$ cat src/rtl/ram_arbiter_if.sv
// Bus bundle between the RAM arbiter, its three requesters and the system RAM.
// The arbiter takes the slave view; requesters and the RAM model take the master view.
interface ram_arbiter_if #(
  parameter int ADDR_W = 11
);
  logic [ADDR_W-1:0] cpu_addr;
  logic [7:0]        cpu_wdata;
  logic              cpu_we;
  logic              cpu_sync;
  logic              cpu_rdy;
  logic [7:0]        cpu_rdata;

  logic              vga_req;
  logic [ADDR_W-1:0] vga_addr;
  logic              vga_gnt;
  logic              vga_rvalid;
  logic [7:0]        vga_rdata;

  logic              uart_req;
  logic [ADDR_W-1:0] uart_addr;
  logic [7:0]        uart_wdata;
  logic              uart_we;
  logic              uart_gnt;

  logic [ADDR_W-1:0] ram_raddr;
  logic [ADDR_W-1:0] ram_waddr;
  logic [7:0]        ram_din;
  logic              ram_we;
  logic [7:0]        ram_dout;

  modport slave (
    input  cpu_addr, cpu_wdata, cpu_we, cpu_sync,
    input  vga_req, vga_addr,
    input  uart_req, uart_addr, uart_wdata, uart_we,
    input  ram_dout,
    output cpu_rdy, cpu_rdata,
    output vga_gnt, vga_rvalid, vga_rdata,
    output uart_gnt,
    output ram_raddr, ram_waddr, ram_din, ram_we
  );

  modport master (
    output cpu_addr, cpu_wdata, cpu_we, cpu_sync,
    output vga_req, vga_addr,
    output uart_req, uart_addr, uart_wdata, uart_we,
    output ram_dout,
    input  cpu_rdy, cpu_rdata,
    input  vga_gnt, vga_rvalid, vga_rdata,
    input  uart_gnt,
    input  ram_raddr, ram_waddr, ram_din, ram_we
  );
endinterface

$ cat src/rtl/ram_arbiter.sv
// Time-shares the system RAM between the 6502 core (default owner), the VGA
// renderer and the UART loader; the CPU is paused only at instruction boundaries.
module ram_arbiter #(
  parameter int ADDR_W       = 11,
  parameter int SYNC_TIMEOUT = 64
) (
  input  logic          clk,
  input  logic          reset,
  ram_arbiter_if.slave  bus
);

  typedef enum logic [2:0] {
    ST_RST,
    ST_RUN,
    ST_WAIT_SYNC,
    ST_VGA,
    ST_UART
  } state_e;

  localparam logic [7:0] WD_LAST = 8'(SYNC_TIMEOUT - 1);

  state_e     state_q, state_d;
  logic [7:0] wd_q, wd_d;
  logic       cpu_rdy_q, cpu_rdy_d;
  logic       vga_gnt_q, vga_gnt_d;
  logic       uart_gnt_q, uart_gnt_d;
  logic       vga_rvalid_q, vga_rvalid_d;

  logic   pending;
  state_e grant_pick;

  always_comb begin
    // NOTE: every variable gets a default before the case so no path can infer a latch.
    state_d    = state_q;
    wd_d       = '0;
    pending    = bus.vga_req | bus.uart_req;
    grant_pick = bus.vga_req ? ST_VGA : ST_UART;

    case (state_q)
      ST_RST: state_d = ST_RUN;
      ST_RUN: begin
        if (pending) state_d = bus.cpu_sync ? grant_pick : ST_WAIT_SYNC;
      end
      ST_WAIT_SYNC: begin
        // Priority is re-evaluated on the leaving cycle; the watchdog only counts while staying.
        if (!pending)                             state_d = ST_RUN;
        else if (bus.cpu_sync || wd_q == WD_LAST) state_d = grant_pick;
        else                                      wd_d    = wd_q + 8'd1;
      end
      ST_VGA: begin
        if (!bus.vga_req) state_d = bus.uart_req ? ST_UART : ST_RUN;
      end
      ST_UART: begin
        if (!bus.uart_req) state_d = bus.vga_req ? ST_VGA : ST_RUN;
      end
      default: state_d = ST_RST;
    endcase

    cpu_rdy_d    = (state_d == ST_RUN) || (state_d == ST_WAIT_SYNC);
    vga_gnt_d    = (state_d == ST_VGA);
    uart_gnt_d   = (state_d == ST_UART);
    vga_rvalid_d = vga_gnt_q;
  end

  always_ff @(posedge clk) begin
    // NOTE: sequential state uses non-blocking assignments so all flops update together.
    if (reset) begin
      state_q      <= ST_RST;
      wd_q         <= '0;
      cpu_rdy_q    <= 1'b0;
      vga_gnt_q    <= 1'b0;
      uart_gnt_q   <= 1'b0;
      vga_rvalid_q <= 1'b0;
    end else begin
      state_q      <= state_d;
      wd_q         <= wd_d;
      cpu_rdy_q    <= cpu_rdy_d;
      vga_gnt_q    <= vga_gnt_d;
      uart_gnt_q   <= uart_gnt_d;
      vga_rvalid_q <= vga_rvalid_d;
    end
  end

  // RAM steering follows the registered owner so the muxes never glitch on a request edge.
  always_comb begin
    bus.ram_raddr = bus.cpu_addr;
    bus.ram_waddr = bus.cpu_addr;
    bus.ram_din   = bus.cpu_wdata;
    bus.ram_we    = 1'b0;
    case (state_q)
      ST_RUN, ST_WAIT_SYNC: bus.ram_we = bus.cpu_we;
      ST_VGA:               bus.ram_raddr = bus.vga_addr;
      ST_UART: begin
        bus.ram_raddr = bus.uart_addr;
        bus.ram_waddr = bus.uart_addr;
        bus.ram_din   = bus.uart_wdata;
        bus.ram_we    = bus.uart_we;
      end
      default: bus.ram_we = 1'b0;
    endcase
  end

  assign bus.cpu_rdy    = cpu_rdy_q;
  assign bus.vga_gnt    = vga_gnt_q;
  assign bus.uart_gnt   = uart_gnt_q;
  assign bus.vga_rvalid = vga_rvalid_q;
  assign bus.cpu_rdata  = bus.ram_dout;
  assign bus.vga_rdata  = bus.ram_dout;

endmodule

$ cat src/flat_wrapper.sv
// flat-port wrapper written by rule: the top's interface ports become plain ports
module ram_arbiter_flat 
#(
  parameter int ADDR_W       = 11,
  parameter int SYNC_TIMEOUT = 64
)
  (clk, reset, bus_cpu_addr, bus_cpu_wdata, bus_cpu_we, bus_cpu_sync, bus_vga_req, bus_vga_addr, bus_uart_req, bus_uart_addr, bus_uart_wdata, bus_uart_we, bus_ram_dout, bus_cpu_rdy, bus_cpu_rdata, bus_vga_gnt, bus_vga_rvalid, bus_vga_rdata, bus_uart_gnt, bus_ram_raddr, bus_ram_waddr, bus_ram_din, bus_ram_we);
  ram_arbiter_if #(.ADDR_W(ADDR_W)) bus_i ();
  input  logic clk;
  input  logic reset;
  input wire logic [$bits(bus_i.cpu_addr)-1:0] bus_cpu_addr;
  input wire logic [$bits(bus_i.cpu_wdata)-1:0] bus_cpu_wdata;
  input wire logic [$bits(bus_i.cpu_we)-1:0] bus_cpu_we;
  input wire logic [$bits(bus_i.cpu_sync)-1:0] bus_cpu_sync;
  input wire logic [$bits(bus_i.vga_req)-1:0] bus_vga_req;
  input wire logic [$bits(bus_i.vga_addr)-1:0] bus_vga_addr;
  input wire logic [$bits(bus_i.uart_req)-1:0] bus_uart_req;
  input wire logic [$bits(bus_i.uart_addr)-1:0] bus_uart_addr;
  input wire logic [$bits(bus_i.uart_wdata)-1:0] bus_uart_wdata;
  input wire logic [$bits(bus_i.uart_we)-1:0] bus_uart_we;
  input wire logic [$bits(bus_i.ram_dout)-1:0] bus_ram_dout;
  output wire logic [$bits(bus_i.cpu_rdy)-1:0] bus_cpu_rdy;
  output wire logic [$bits(bus_i.cpu_rdata)-1:0] bus_cpu_rdata;
  output wire logic [$bits(bus_i.vga_gnt)-1:0] bus_vga_gnt;
  output wire logic [$bits(bus_i.vga_rvalid)-1:0] bus_vga_rvalid;
  output wire logic [$bits(bus_i.vga_rdata)-1:0] bus_vga_rdata;
  output wire logic [$bits(bus_i.uart_gnt)-1:0] bus_uart_gnt;
  output wire logic [$bits(bus_i.ram_raddr)-1:0] bus_ram_raddr;
  output wire logic [$bits(bus_i.ram_waddr)-1:0] bus_ram_waddr;
  output wire logic [$bits(bus_i.ram_din)-1:0] bus_ram_din;
  output wire logic [$bits(bus_i.ram_we)-1:0] bus_ram_we;
  assign bus_i.cpu_addr = bus_cpu_addr;
  assign bus_i.cpu_wdata = bus_cpu_wdata;
  assign bus_i.cpu_we = bus_cpu_we;
  assign bus_i.cpu_sync = bus_cpu_sync;
  assign bus_i.vga_req = bus_vga_req;
  assign bus_i.vga_addr = bus_vga_addr;
  assign bus_i.uart_req = bus_uart_req;
  assign bus_i.uart_addr = bus_uart_addr;
  assign bus_i.uart_wdata = bus_uart_wdata;
  assign bus_i.uart_we = bus_uart_we;
  assign bus_i.ram_dout = bus_ram_dout;
  assign bus_cpu_rdy = bus_i.cpu_rdy;
  assign bus_cpu_rdata = bus_i.cpu_rdata;
  assign bus_vga_gnt = bus_i.vga_gnt;
  assign bus_vga_rvalid = bus_i.vga_rvalid;
  assign bus_vga_rdata = bus_i.vga_rdata;
  assign bus_uart_gnt = bus_i.uart_gnt;
  assign bus_ram_raddr = bus_i.ram_raddr;
  assign bus_ram_waddr = bus_i.ram_waddr;
  assign bus_ram_din = bus_i.ram_din;
  assign bus_ram_we = bus_i.ram_we;
  ram_arbiter #(.ADDR_W(ADDR_W), .SYNC_TIMEOUT(SYNC_TIMEOUT)) u_core (.clk(clk), .reset(reset), .bus(bus_i));
endmodule
$ cat config.mk
export PLATFORM = sky130hd
export DESIGN_NAME = ram_arbiter_flat
export DESIGN_NICKNAME = d
export VERILOG_FILES = /design/src/rtl/ram_arbiter_if.sv /design/src/rtl/ram_arbiter.sv /design/src/flat_wrapper.sv
export SDC_FILE = /design/constraint.sdc
export NUM_CORES = 1
export LEC_CHECK = 0
export BUFFER_PORTS_ARGS = -buffer_cell sky130_fd_sc_hd__clkbuf_2
export CORE_MARGIN = 2
export CORE_UTILIZATION = 38
export DETAILED_ROUTE_END_ITERATION = 10
export GPL_TIMING_DRIVEN = 0
export PLACE_DENSITY = 0.81
export SLEW_MARGIN = 20
export SYNTH_ARGS = -nofsm -noshare
export SYNTH_HDL_FRONTEND = slang
export SYNTH_SLANG_ARGS = --single-unit
$ cat constraint.sdc
create_clock -name clk -period 2.23 [get_ports clk]
set_clock_uncertainty 0.15 [all_clocks]
set_input_delay 0.223 -clock clk [delete_from_list [all_inputs] [get_ports clk]]
set_output_delay 0.223 -clock clk [all_outputs]
set_load 0.05 [all_outputs]
==> results of run 1 <==
-- through the flow --
stage	setup slack (ns)	total power, mW	utilization (%)	setup TNS, ns	instance area [um^2]
finish	0.0508	1.01	66.3	0	2190
global route	-0.00934	1.05	66.3	-0.0261	2190
CTS	0.00699	1.00	65.4	0	2170
detailed placement	0.101	0.793	57.0	0	1890
global placement	0.0906	0.790	57.0	0	1890
floorplan	0.139	0.665	-	0	1300
-- worst paths after layout --
check        cells after the start  slack, ns                     to
max                              6       0.05         bus_ram_din[7]
min                              2       0.08      u_core.state_q[2]
max reg2reg                      7       0.43     u_core.bus.cpu_rdy
min reg2reg                      1       0.32  u_core.bus.vga_rvalid
-- synth_stat cells --
master / count / area share (%)
nand3_1: 6 / 2.3
or2_1: 1 / 0.48
nor4bb_1: 2 / 1.5
and3_2: 1 / 0.58
ha_1: 1 / 0.96
o21ai_1: 1 / 0.38
inv_1: 3 / 0.87
a31oi_1: 1 / 0.48
and3_4: 1 / 0.87
o221a_4: 1 / 1.5
o221ai_1: 1 / 0.67
a41o_4: 1 / 1.6
nor2_1: 5 / 1.4
a21oi_1: 3 / 1.2
nand4b_1: 1 / 0.67
o21a_1: 1 / 0.58
o211a_1: 2 / 1.5
xor2_1: 5 / 3.4
mux2_1: 3 / 2.6
o21bai_1: 1 / 0.58
nor3b_2: 1 / 0.96
a21boi_1: 1 / 0.58
mux2_2: 16 / 14
or3_1: 1 / 0.48
nand2_1: 24 / 6.9
o21ai_0: 1 / 0.38
nor2_2: 7 / 3.4
buf_4: 19 / 11
buf_2: 2 / 0.77
nor2b_1: 1 / 0.48
clkbuf_1: 1 / 0.29
a21o_1: 1 / 0.58
and3_1: 2 / 0.96
a2bb2oi_2: 1 / 1.2
buf_6: 1 / 0.87
nor4_1: 1 / 0.48
xnor2_1: 2 / 1.3
nor2_4: 2 / 1.7
dfxtp_1: 15 / 23
a22oi_1: 11 / 6.4
-- cell families (layout without fill, tap and decap cells) --
family | Yosys count | in the layout | synth area share [%]
AND/OR/NAND/NOR | 56 | 56 | 23.3
AO/OA/AOI/OAI | 27 | 27 | 17.6
buffers and inverters | 26 | 146 | 13.8
multiplexers | 19 | 19 | 16.5
flip-flops | 15 | 15 | 23.1
XOR/XNOR | 7 | 7 | 4.72
adder cells (fa/ha/maj) | 1 | 1 | 0.963
-- cells in the final DEF (no fill, tap or decap), types with 2 or more instances in the layout --
master / instances
buf_4: 25
and3_1: 2
dfxtp_1: 12
nor2_1: 4
nand2_1: 24
inv_1: 3
nor4bb_1: 2
mux2_4: 3
clkbuf_8: 9
o211a_1: 2
dfxtp_4: 3
a22oi_1: 11
nor2_4: 2
xnor2_1: 2
mux2_2: 15
buf_6: 6
a21oi_1: 3
clkbuf_2: 77
clkbuf_4: 20
nor2_2: 8
buf_8: 3
xor2_1: 5
nand3_1: 6
-- per-layer routing --
| layer | vias up | share of wire (%) |
|---|---|---|
| met3 | 3 | 6.0 |
| met2 | 59 | 54 |
| met5 | - | 0 |
| met1 | 699 | 39 |
| li1 | 761 | - |
| met4 | 0 | 0.95 |
-- repair_timing --
item	in CTS	in global routing
resized for setup	57	12
setup buffers	8	1
hold buffers	1	0
setup endpoints to repair	28	24
pin swaps	2	1
endpoints found under the hold margin	2	0
cloned	1	0
-- worst reg2reg max path: stages, from the launching register on --
cell,delay [ns]
dfxtp_4,0.35
buf_4,0.16
buf_4,0.14
nor3b_2,0.19
o21ai_1,0.11
o221a_4,0.28
xor2_1,0.15
and3_1,0.17
-- registers in the layout, indices dropped and copies added, names as in the netlist --
register / flops
u_core.bus.cpu_rdy: 1
u_core.bus.uart_gnt: 1
u_core.bus.vga_gnt: 1
u_core.bus.vga_rvalid: 1
u_core.state_q: 3
u_core.wd_q: 8
-- area by class of cell --
| class | count | area share [%] |
|---|---|---|
| flip-flops and latches | 15 | 14.2 |
| inverters | 3 | 0.513 |
| repair buffers | 117 | 35.5 |
| plain buffers | 22 | 7.92 |
| clock buffers | 4 | 1.20 |
| multi-input cells | 110 | 38.1 |
| well taps | 46 | 2.62 |
-- power by group through the flow --
| stage | registers [mW] | clock network, mW | logic [mW] |
|---|---|---|---|
| 4_1_cts | 0.288 | 0.161 | 0.555 |
| 3_5_place_dp | 0.295 | 0 | 0.498 |
| 6_report | 0.285 | 0.156 | 0.567 |
| 5_1_grt | 0.287 | 0.171 | 0.594 |
| 2_1_floorplan | 0.316 | 0 | 0.349 |
| 3_3_place_gp | 0.294 | 0 | 0.496 |
==> results by group, run 1 <==
Clock network
  • Clock Path Buffers: 2
  • Clock slew at reported path FFs: ~0.080 ns
  • Root buf cell: clkbuf_4
  • Htree depth: 1
  • Sink Count: 15
  • CTS tree: done
  • Num CTS Buffers: 3
  • Worst-Skew Late Latency: about 0.29 ns

Worst setup path
  • Data arrival, critical path: around 1.8 ns
  • CP top delay family: buffers and inverters
  • Launching point of the worst reg2reg path: u_core.state_q[0]
  • Crit path max fanout: 4
  • Critical path's most frequent cell: buf_4
  • CP max stage cell: dfxtp_4
  • CP endpoint kind: output port
  • CP cell instances: or2_4 > nor2_4 > buf_4 > buf_4 > mux2_2 > clkbuf_4
  • Critical Path RT: between 1.5 and 2 ns
  • Timing startpoint of the critical path: u_core.state_q[0]
  • Crit Path Category: flop to output port
  • Startpoint types: flop
  • WP buf/inv: 3
  • CP max stage delay: around 0.35 ns

STA
  • Worst Tran Pin Value: 0.339 ns
  • Hold slack: 0.0847 ns
  • Worst slew margin: slightly below 80%
  • Fin crit share: between 90% and 100%
  • Fin. Hold Viols: 0
  • Period minus WS final: about 2.2 ns
  • FMAX: 459 MHz
  • Final slew viol count: 0
  • RSZ-0062 raised after global routing: true
  • Final setup viols: 0

Placement
  • Routability-driven placement congestion ratio: roughly 0.73
  • Port-buffer cells: between 100 and 150
  • Detail Placement HPWL: approximately 2900 um
  • DP Cell Count: around 300

Job
  • Max-cap viol count: 0

Power
  • Internal power: 560 uW
  • PD cells: between 400 and 500 nW/um^2
  • Switching power: between 400 and 500 uW
  • VDD IR max: 0.238 mV
  • Comb pwr share: 56.3%
  • Lkg Pwr: between 1 and 1.5 nW
  • Sw Share: ~44%
  • Seq pwr share: between 20% and 30%
  • Clock power frac: about 16%

Synthesis
  • Netlist cell types: 40
  • Syn avg cell area: roughly 8.6 um^2
  • FF+latch count, synth: 15
  • Seq/Total Area, Yosys: between 20 and 25%
  • Mapped Cells: ~150
  • Syn nets: about 220
  • Total number of yosys warnings: 0
  • Mapped Area: roughly 1300 um^2

Floorplan
  • Die Ht: roughly 62 um
  • Die ar.: between 3000 and 4000 um^2
  • CORE AREA: about 3300 um^2
  • Die extent in x: approximately 62 um
  • Io pins: roughly 120
  • Starting density of the core: 39.2%
  • Row count: 21

Route
  • Final ANT Viol Nets: 0
  • First drt pass iteration count: 4
  • Via density: between 4 and 5
  • WL/cell: around 12 um
  • DRC viols: 0
  • Vias after detailed routing: 1522
  • WL final: 3890 um
  • Drt first-iter violations: around 60

Final layout
  • Layout Area Growth over Synthesis: 69.0%
  • Multi-input logic area: approximately 840 um^2
  • Nets: 337
  • Ant. Diodes: 0
  • Share of cells above drive strength 1: about two thirds
  • Fin cells: 317
  • Fill cells: ~280
  • Storage element area: a little over 300 um^2

Hold path
  • Hold Crit Start: bus_uart_req
  • Type of the worst min-delay path: primary input to flop

Global route
  • M3 GR Usage: approximately 3.2%
  • Gr ovfl total: 0
  • Total GRT Usage: a little under a fifth
  • GR peak layer: met2
  • GRT met1 Usage: roughly a fifth
  • Global-route wire length before repair: ~6300 um
  • Grt met2 use: approximately 37%
  • Largest net degree at the start of global routing: 11
  • Vias in the first global route: ~1500
  • Initial antenna violation count: 0

Run status
  • Run status: finished clean
(Power assumes the default switching activity.)
==> run 2, diff against run 1 <==
--- a/config.mk
+++ b/config.mk
@@ -7,10 +7,10 @@
 export LEC_CHECK = 0
 export BUFFER_PORTS_ARGS = -buffer_cell sky130_fd_sc_hd__clkbuf_2
 export CORE_MARGIN = 2
-export CORE_UTILIZATION = 38
+export CORE_UTILIZATION = 41
 export DETAILED_ROUTE_END_ITERATION = 10
 export GPL_TIMING_DRIVEN = 0
-export PLACE_DENSITY = 0.81
+export PLACE_DENSITY = 0.86
 export SLEW_MARGIN = 20
 export SYNTH_ARGS = -nofsm -noshare
 export SYNTH_HDL_FRONTEND = slang
==> constraint.sdc (replaced) <==
create_clock -name clk -period 2.7 [get_ports clk]
set_clock_uncertainty 0.15 [all_clocks]
set_input_delay 0.135 -clock clk [delete_from_list [all_inputs] [get_ports clk]]
set_output_delay 0.135 -clock clk [all_outputs]
set_load 0.05 [all_outputs]
==> run 2 against run 1 <==
Against the previous run:
- setup slack better by 0.31 ns
- clock power down 19%
- non-clock buffer count down 9
- die area down 6.9%
- power down 23%
- combinational power down 27%
- critical path depth unchanged
- sequential power down 16%
- wire length down 6.8%
- first-iteration DRC count down 8.5%
- critical path type unchanged
- sequential share of layout area up 1.4 points
- global-route usage down 0.24 points
==> results by group, run 2 (synthesized netlist as in run 1, its figures left out) <==
Run status
  • Run status: finished clean

Route
  • DRC viols: 0
  • Final ANT Viol Nets: 0
  • WL final: between 3000 and 4000 um
  • WL/cell: ~12 um
  • Drt first-iter violations: 54
  • First drt pass iteration count: 4
  • Via density: between 4 and 5
  • Vias after detailed routing: between 1000 and 1500

Hold path
  • Hold Crit Start: bus_uart_req
  • Type of the worst min-delay path: primary input to flop
  • Hold Path Sink: u_core.state_q[2]
  • Hold path cells: 2

STA
  • Final setup viols: 0
  • PnR worst setup slack: approximately 0.36 ns
  • Fin crit share: ~87%
  • Fin. Hold Viols: 0
  • Final slew viol count: 0
  • Worst slew margin: between 60% and 70%
  • Period minus WS final: around 2.3 ns
  • Setup TNS: 0 ns
  • Worst Tran Pin Value: roughly 0.46 ns
  • FMAX: 428 MHz
  • RSZ-0062 raised after global routing: false

Worst setup path
  • Critical Path RT: between 2 and 2.5 ns
  • CP endpoint kind: output port
  • Reg2reg path depth: 5
  • Crit path max fanout: 10
  • R2R Setup Slk: roughly 0.95 ns
  • CP cell instances: buf_4 > or2_1 > nor2_4 > buf_4 > mux2_2 > clkbuf_2
  • Crit Path Category: flop to output port
  • CP max stage delay: about 0.35 ns
  • Launching point of the worst reg2reg path: u_core.wd_q[0]
  • CP max stage cell: dfxtp_1
  • Data arrival, critical path: slightly above 2 ns
  • Startpoint types: flop
  • Critical path's most frequent cell: buf_4
  • Crit Reg-Reg Endpoint: u_core.bus.cpu_rdy

Floorplan
  • Row count: 20
  • CORE AREA: between 3000 and 4000 um^2
  • Die extent in x: ~60 um
  • Starting density of the core: between 40% and 50%
  • Io pins: approximately 120
  • Die ar.: approximately 3600 um^2
  • Die Ht: around 60 um

Power
  • Lkg Pwr: a little over 1 nW
  • VDD IR max: about 0.23 mV
  • PD cells: ~410 nW/um^2

Final layout
  • Most frequent cells in the layout: clkbuf_2, nand2_1, buf_4
  • Most common cell after layout, fill and taps aside: clkbuf_2
  • Nets: between 300 and 400
  • Fill cells: between 200 and 300
  • Biggest regs: u_core.wd_q: 8 flops, u_core.state_q: 3 flops
  • Most flop-heavy register: u_core.wd_q
  • Ant. Diodes: 0
  • Layout Area Growth over Synthesis: 47.9%
  • Share of cells above drive strength 1: between 60% and 70%
  • Largest register FFs: 8

Global route
  • Gr ovfl total: 0
  • Largest net degree at the start of global routing: 11
  • Vias in the first global route: around 1300
  • Initial antenna violation count: 0
  • Global-route wire length before repair: 5300 um
  • Total GRT Usage: between 10% and 20%

Job
  • Max-cap viol count: 0

Clock network
  • CTS tree: done
  • Root buf cell: clkbuf_4
  • Worst-Skew Late Latency: 0.28 ns
  • Hold_buf cts: 1
  • Resized cells post-CTS: 0
  • Setup bufs post-CTS: 0
  • Num CTS Buffers: 3
  • Htree depth: 1
  • Clock Path Buffers: 2
  • Sink Count: 15
  • Clock slew at reported path FFs: about 0.080 ns

Placement
  • Post-place setup slack: 0.680 ns
  • Port-buffer cells: roughly 110
  • Detail Placement HPWL: approximately 3000 um
  • Routability-driven placement congestion ratio: approximately 0.83
-- run 2: cell count changes in the layout (fill, tap and decap cells not counted), sizes merged --
cell	delta
buf	-13
clkbuf	+4
-- run 2: where the power goes --
part	switching (mW)	internal (mW)	total, mW
sequential	0.00802	0.231	0.239
clock	0.0690	0.0573	0.126
combinational	0.284	0.130	0.415
-- run 2: area by class of cell --
cell class	count	area [um^2]	area share (%)
multi-input cells	110	820	42.7
repair buffers	107	541	28.1
flip-flops and latches	15	300	15.6
plain buffers	23	168	8.73
well taps	44	55.1	2.87
clock buffers	4	26.3	1.37
inverters	3	11.3	0.586
-- run 2: worst max path at each step --
stage                           start  slack [ns]               end
floorplan           u_core.state_q[2]        0.70        bus_ram_we
detailed placement  u_core.state_q[0]        0.68  bus_ram_waddr[8]
CTS                 u_core.state_q[0]        0.36  bus_ram_waddr[8]
global placement    u_core.state_q[0]        0.69  bus_ram_waddr[6]
finish              u_core.state_q[0]        0.36  bus_ram_waddr[8]
global route        u_core.state_q[2]        0.24  bus_ram_raddr[8]
-- run 2: worst max-delay path, delay by kind of cell (launching register included) --
family	cells	cell delay (ns)
buf+inv	3	0.63
simple gates	2	0.45
flops	1	0.35
mux	1	0.35
-- run 2: through the flow --
step	area [um^2]	total power, mW	hold WS, ns	utilization (%)	std cells
after global placement	1880	0.653	0.218	62.2	301
after CTS	1920	0.782	0.0302	63.4	306
after detailed placement	1880	0.656	0.221	62.2	301
after global routing	1920	0.823	0.0387	63.4	306
final	1920	0.780	0.0353	63.4	306
after floorplan	1300	0.549	0.0541	-	151
-- run 2: per-layer routing --
layer / global-route usage [%] / wire length (um)
met3: 6.28 / 262
met2: 33.5 / 1950
met5: 0 / 0
met1: 21.7 / 1400
met4: 4.13 / 19
